**config.mk**
```make
export PLATFORM = sky130hd
export DESIGN_NAME = rp_8bit_timer
export DESIGN_NICKNAME = d
export VERILOG_FILES = /design/src/rtl/rp_8bit_timer.sv
export SDC_FILE = /design/constraint.sdc
export NUM_CORES = 1
export LEC_CHECK = 0
export ABC_CLOCK_PERIOD_IN_PS = 3570
export CAP_MARGIN = 20
export CORE_ASPECT_RATIO = 0.8
export CORE_MARGIN = 5
export CORE_UTILIZATION = 53
export CTS_CLUSTER_DIAMETER = 120
export DETAILED_ROUTE_END_ITERATION = 7
export GPL_TIMING_DRIVEN = 0
export PLACE_DENSITY = 0.8
export SLEW_MARGIN = 20
export SYNTH_ARGS = -nofsm -noshare
export SYNTH_HDL_FRONTEND = slang
export SYNTH_SLANG_ARGS = --single-unit
```
**constraint.sdc**
```tcl
create_clock -name clk -period 3.57 [get_ports clk]
set_clock_uncertainty 0.2 [all_clocks]
set_input_delay 0.357 -clock clk [delete_from_list [all_inputs] [get_ports clk]]
set_output_delay 0.357 -clock clk [all_outputs]
set_load 0.1 [all_outputs]
```
**src/rtl/rp_8bit_timer.sv**
```systemverilog
// rp_8bit_timer: 8-bit prescaled timer/counter on the rp_8bit I/O bus with overflow/compare IRQs.
// Optional PWM output is built only when RP_8BIT_TIMER_PWM_EN is defined; otherwise pwm is tied low.
module rp_8bit_timer #(
    parameter logic [5:0]  BASE = 6'h10,
    parameter int unsigned CW   = 8
) (
    input  logic          clk,
    input  logic          rst,
    input  logic          io_wen,
    input  logic          io_ren,
    input  logic [5:0]    io_adr,
    input  logic [7:0]    io_wdt,
    input  logic [7:0]    io_msk,
    output logic [7:0]    io_rdt,
    output logic [1:0]    irq_req,
    input  logic [1:0]    irq_ack,
    output logic          pwm
);
    localparam logic [1:0] A_CTRL  = 2'd0;
    localparam logic [1:0] A_CNT   = 2'd1;
    localparam logic [1:0] A_CMP   = 2'd2;
    localparam logic [1:0] A_FLAGS = 2'd3;

    logic [6:0]    ctrl_q, ctrl_d;
    logic [CW-1:0] cnt_q, cnt_d;
    logic [CW-1:0] cmp_q, cmp_d;
    logic [1:0]    flags_q, flags_d;
    logic [9:0]    presc_q, presc_d;
    logic [7:0]    rdt_q, rdt_d;

    logic          en, ctc, ps_valid, tick, cmp_hit;
    logic [2:0]    ps;
    logic [1:0]    ie, flag_set, flag_clr;
    logic [9:0]    div_m1;
    logic [5:0]    off;
    logic          hit, wr_ctrl, wr_cnt, wr_cmp, wr_flags;
    logic [CW-1:0] cnt_inc;
    logic [7:0]    rd_val;

    assign en  = ctrl_q[0];
    assign ps  = ctrl_q[3:1];
    assign ctc = ctrl_q[4];
    assign ie  = ctrl_q[6:5];

    // Offset arithmetic lets BASE sit at any address, not just 4-aligned ones.
    assign off      = io_adr - BASE;
    assign hit      = (off[5:2] == 4'd0);
    assign wr_ctrl  = io_wen & hit & (off[1:0] == A_CTRL);
    assign wr_cnt   = io_wen & hit & (off[1:0] == A_CNT);
    assign wr_cmp   = io_wen & hit & (off[1:0] == A_CMP);
    assign wr_flags = io_wen & hit & (off[1:0] == A_FLAGS);

    always_comb begin
        ps_valid = 1'b1;
        case (ps)
            3'd0:    div_m1 = 10'd0;
            3'd1:    div_m1 = 10'd7;
            3'd2:    div_m1 = 10'd63;
            3'd3:    div_m1 = 10'd255;
            3'd4:    div_m1 = 10'd1023;
            default: begin
                div_m1   = 10'd0;
                ps_valid = 1'b0;
            end
        endcase
    end

    assign tick    = en & ps_valid & (presc_q == div_m1);
    assign cmp_hit = (cnt_q == cmp_q);
    assign cnt_inc = (ctc && cmp_hit) ? '0 : cnt_q + CW'(1);
    assign irq_req = flags_q & ie;

    always_comb begin
        ctrl_d   = ctrl_q;
        cnt_d    = cnt_q;
        cmp_d    = cmp_q;
        flag_set = 2'b00;
        flag_clr = irq_ack;
        presc_d  = (wr_ctrl || !en || !ps_valid || tick) ? 10'd0 : presc_q + 10'd1;

        // A CNT write in the same cycle as a tick suppresses the whole tick event.
        if (tick && !wr_cnt) begin
            cnt_d       = cnt_inc;
            flag_set[1] = cmp_hit;
            flag_set[0] = (cnt_q == '1) && (cnt_inc == '0);
        end
        if (wr_ctrl)  ctrl_d = (ctrl_q & ~io_msk[6:0]) | (io_wdt[6:0] & io_msk[6:0]);
        if (wr_cnt)   cnt_d  = (cnt_q & ~io_msk) | (io_wdt & io_msk);
        if (wr_cmp)   cmp_d  = (cmp_q & ~io_msk) | (io_wdt & io_msk);
        if (wr_flags) flag_clr = flag_clr | (io_wdt[1:0] & io_msk[1:0]);

        // Set beats clear when both land on the same edge.
        flags_d = (flags_q & ~flag_clr) | flag_set;

        case (off[1:0])
            A_CTRL:  rd_val = {1'b0, ctrl_q};
            A_CNT:   rd_val = cnt_q;
            A_CMP:   rd_val = cmp_q;
            default: rd_val = {6'd0, flags_q};
        endcase
        rdt_d = (io_ren && hit) ? rd_val : 8'd0;
    end

    always_ff @(posedge clk) begin
        if (rst) begin
            ctrl_q  <= '0;
            cnt_q   <= '0;
            cmp_q   <= '1;
            flags_q <= '0;
            presc_q <= '0;
            rdt_q   <= '0;
        end else begin
            ctrl_q  <= ctrl_d;
            cnt_q   <= cnt_d;
            cmp_q   <= cmp_d;
            flags_q <= flags_d;
            presc_q <= presc_d;
            rdt_q   <= rdt_d;
        end
    end

    assign io_rdt = rdt_q;

`ifdef RP_8BIT_TIMER_PWM_EN
    logic pwm_q;

    always_ff @(posedge clk) begin
        if (rst) pwm_q <= 1'b0;
        else     pwm_q <= en & (cnt_q < cmp_q);
    end

    assign pwm = pwm_q;
`else
    assign pwm = 1'b0;
`endif

endmodule

```
==> results.sh <==
export IMPL_outcome="complete, no violations"
export IMPL_area_growth_syn_to_layout_pct=25.4
export IMPL_yosys_top_cells_area="sky130_fd_sc_hd__dfxtp_1 37%, sky130_fd_sc_hd__nor2_1 6.2%, sky130_fd_sc_hd__mux2i_1 6.1%"
export IMPL_relative_slew_margins_pct=35.3
export IMPL_pin_count_of_the_biggest_net_entering_global_routing=15
export IMPL_initial_core_util_pct=55.0
export IMPL_post_synthesis_sequential_area_ratio_pct=37.5
export IMPL_post_route_cells_drive_above_1_share_pct=6.43
export IMPL_post_synth_inst_count=267
export IMPL_irDropWorstVdd_v=0.000267
export IMPL_gp_congestion=0.858
export IMPL_portbufs=36
export IMPL_asyncSetResetFlopFracSynth_pct=0
export IMPL_cp_data_arrival_time_ps=3010
export IMPL_cts_tree="done"
export IMPL_place_detailed_instances=360
export IMPL_critical_path_peak_fanout=10
export IMPL_slowest_delay_ps=530
export IMPL_post_layout_net_count=340
export IMPL_most_common_layout_cells="43 x sky130_fd_sc_hd__dfxtp_1, 38 x sky130_fd_sc_hd__nor2_1, 36 x sky130_fd_sc_hd__clkdlybuf4s50_1"
export IMPL_antenna_left=0
export IMPL_yosys_most_used_dff="sky130_fd_sc_hd__dfxtp_1"
export IMPL_placement_rows=21
export IMPL_yosys_reg_bits=43
export IMPL_ys_warnings_count=0
export IMPL_routed_wl_met2_microns=2470
export IMPL_drv_cap=0
export IMPL_cts_buffers=5
export IMPL_design_power_total_mw=1.01
export IMPL_maxSlewViolCount=0
export IMPL_routed_wl_microns=5870
export IMPL_postLayoutSetupSlackWorst_ps=557
export IMPL_power_density_nw_per_um2=353
export IMPL_fp_dieH_microns=68.9
export IMPL_number_of_enable_flip_flop_cells_after_synthesis=0
export IMPL_met3_length_microns=478
export IMPL_synth_nets=297
export IMPL_htree_depth=2
export IMPL_max_clock_path_buffers=2
export IMPL_remaining_drc_errors=0
export IMPL_final_instance_count_excl_fill=368
export IMPL_vias=2142
export IMPL_crit_buf_inv=2
export IMPL_critPathTopFamily="simple AND/OR/NAND/NOR gates"
export IMPL_vias_per_cell=5.82
export IMPL_slew_at_the_pin_closest_to_its_max_slew_limit_ps=968
export IMPL_drt_pass1_iterations=4
export IMPL_cts_sink_count=43
export IMPL_timing_hold_violations_final=0
export IMPL_drt_met1_wl_microns=2880
export IMPL_timing_critical_path_from_type="primary input"
export IMPL_postPlaceCellArea_sq_um=2730
export IMPL_grt_pass1_wl_microns=9490
export IMPL_post_cts_hold_buffer_count=0
export IMPL_critPathKind="primary input to flop"
export IMPL_cellLeakagePower_nw=1.04
export IMPL_dp_slack_ps=-11.1
export IMPL_final_min_clock_period_ps=3010
export IMPL_detailedPlacementHpwl_microns=4240
export IMPL_yosysTopAreaCell="sky130_fd_sc_hd__dfxtp_1"
export IMPL_finish_instance_area_sq_um=2880
export IMPL_num_antenna_cells=0
export IMPL_synthesis_area_per_instance_sq_um=8.60
export IMPL_min_period_over_period_pct=84.4
export IMPL_die_w_microns=83.6
export IMPL_cpMaxStageDelayCell="sky130_fd_sc_hd__nor3b_2"
export IMPL_synth_cell_area_sq_um=2300
export IMPL_setup_tns_ps=0
export IMPL_rsz0062_at_grt="no"
export IMPL_die_area_sq_um=5760
export IMPL_cts_root_buf="sky130_fd_sc_hd__clkbuf_8"
export IMPL_timing_critical_path_required_ps=3560
export IMPL_gr_usage_all_layers_pct=21.0
export IMPL_worst_skew_pair_late_latency_ps=300
export IMPL_number_of_global_route_vias_before_repair=1892
export IMPL_top_layer="met4"
export IMPL_nFillCells=327
export IMPL_boundaryPins=39
export IMPL_layout_cells_most_common="sky130_fd_sc_hd__dfxtp_1"
export IMPL_distinct_cell_type_count_after_synthesis=43
export IMPL_antenna_violations_before_repair=0
export IMPL_critical_path_cell_chain="clkdlybuf4s50_1, nor4b_1, nand2_1, nor3b_2, clkbuf_1, a21boi_0, a311o_1"
export IMPL_design_core_area_sq_um=4180
export IMPL_hold_path_class="flop to flop"
export IMPL_clk_pin_slew_worst_paths_ps=80
export IMPL_post_synth_top_area_fraction_pct=37.5
export IMPL_cp_end_kind="flop"
export IMPL_drt_iter0_markers=178
export IMPL_finalHoldWorstSlack_ps=271
export IMPL_final_setup_viol_count=0
export IMPL_postLayoutCoreUtil_pct=68.9
export IMPL_fmaxAchievable_mhz=332
export IMPL_overflow=0
export IMPL_routedWlPerCell_microns=15.9
-- cells by family (layout without fill, tap and decap cells) --
kind of cell    count (synthesis)  after routing  share of synthesized area, %
compound gates                 56             56                          17.5
xor+xnor                       16             16                          6.10
fa+ha+maj                       2              2                          1.09
buf+inv                        20             64                          3.98
flops                          43             43                          37.5
mux                            16             16                          8.07
other cells                     1              1                         0.163
simple gates                  113            113                          25.6
-- worst reg2reg max path, cell delays in order, from the launching register on --
cell	delay (ps)
sky130_fd_sc_hd__dfxtp_1	340
sky130_fd_sc_hd__buf_4	170
sky130_fd_sc_hd__or4b_1	460
sky130_fd_sc_hd__o211ai_2	100
sky130_fd_sc_hd__o221ai_2	140
sky130_fd_sc_hd__or4_4	580
sky130_fd_sc_hd__buf_6	170
sky130_fd_sc_hd__or3_1	380
sky130_fd_sc_hd__a21oi_1	160
-- worst paths after layout --
check	startpoint	to	slack, ps	depth (start not counted)
max	io_adr[3]	flop	560	7
max reg2reg	flop	flags_q[1]	810	8
min	presc_q[0]	presc_q[0]	270	1
min reg2reg	presc_q[0]	presc_q[0]	270	1
-- routing by layer --
| metal | GRT usage (%) | vias to the layer above |
|---|---|---|
| met5 | 0 | - |
| met4 | 6.22 | 0 |
| met3 | 3.68 | 4 |
| met2 | 32.1 | 87 |
| met1 | 30.5 | 1002 |
| li1 | - | 1049 |
-- synth_stat cells (all sizes together) (4+ instances only) --
cell / count
a21boi: 8
a21oi: 10
a311o: 8
a31oi: 8
and3: 10
buf: 4
clkbuf: 10
dfxtp: 43
inv: 6
mux2i: 14
nand2: 21
nand3: 6
nand3b: 5
nor2: 38
nor3: 7
o21ai: 8
o21bai: 6
or4b: 6
xnor2: 12
xor2: 4
-- cell type report --
class / instances / area (sq um) / share of cell area (%)
Tap cell: 57 / 71.3 / 2.48
Multi-Input combinational cell: 204 / 1360 / 47.2
Inverter: 6 / 22.5 / 0.782
Buffer: 14 / 68.8 / 2.39
Clock buffer: 5 / 68.8 / 2.39
Clock inverter: 3 / 67.6 / 2.35
Sequential cell: 43 / 861 / 29.9
Timing Repair Buffer: 36 / 360 / 12.5
-- report_power, final --
group	internal, mW	leakage (nW)	switching [mW]	total (mW)
Combinational	0.0410	0.631	0.0408	0.0818
Sequential	0.480	0.347	0.00131	0.482
Clock	0.279	0.0644	0.173	0.451
Total	0.800	1.04	0.215	1.01
-- timing repair --
action | in CTS | in global routing
setup endpoints to repair | 0 | 1
resized for setup | 0 | 1
setup buffers | 0 | 0
endpoints found under the hold margin | 0 | 0
Power figures use the tool's default switching activity.
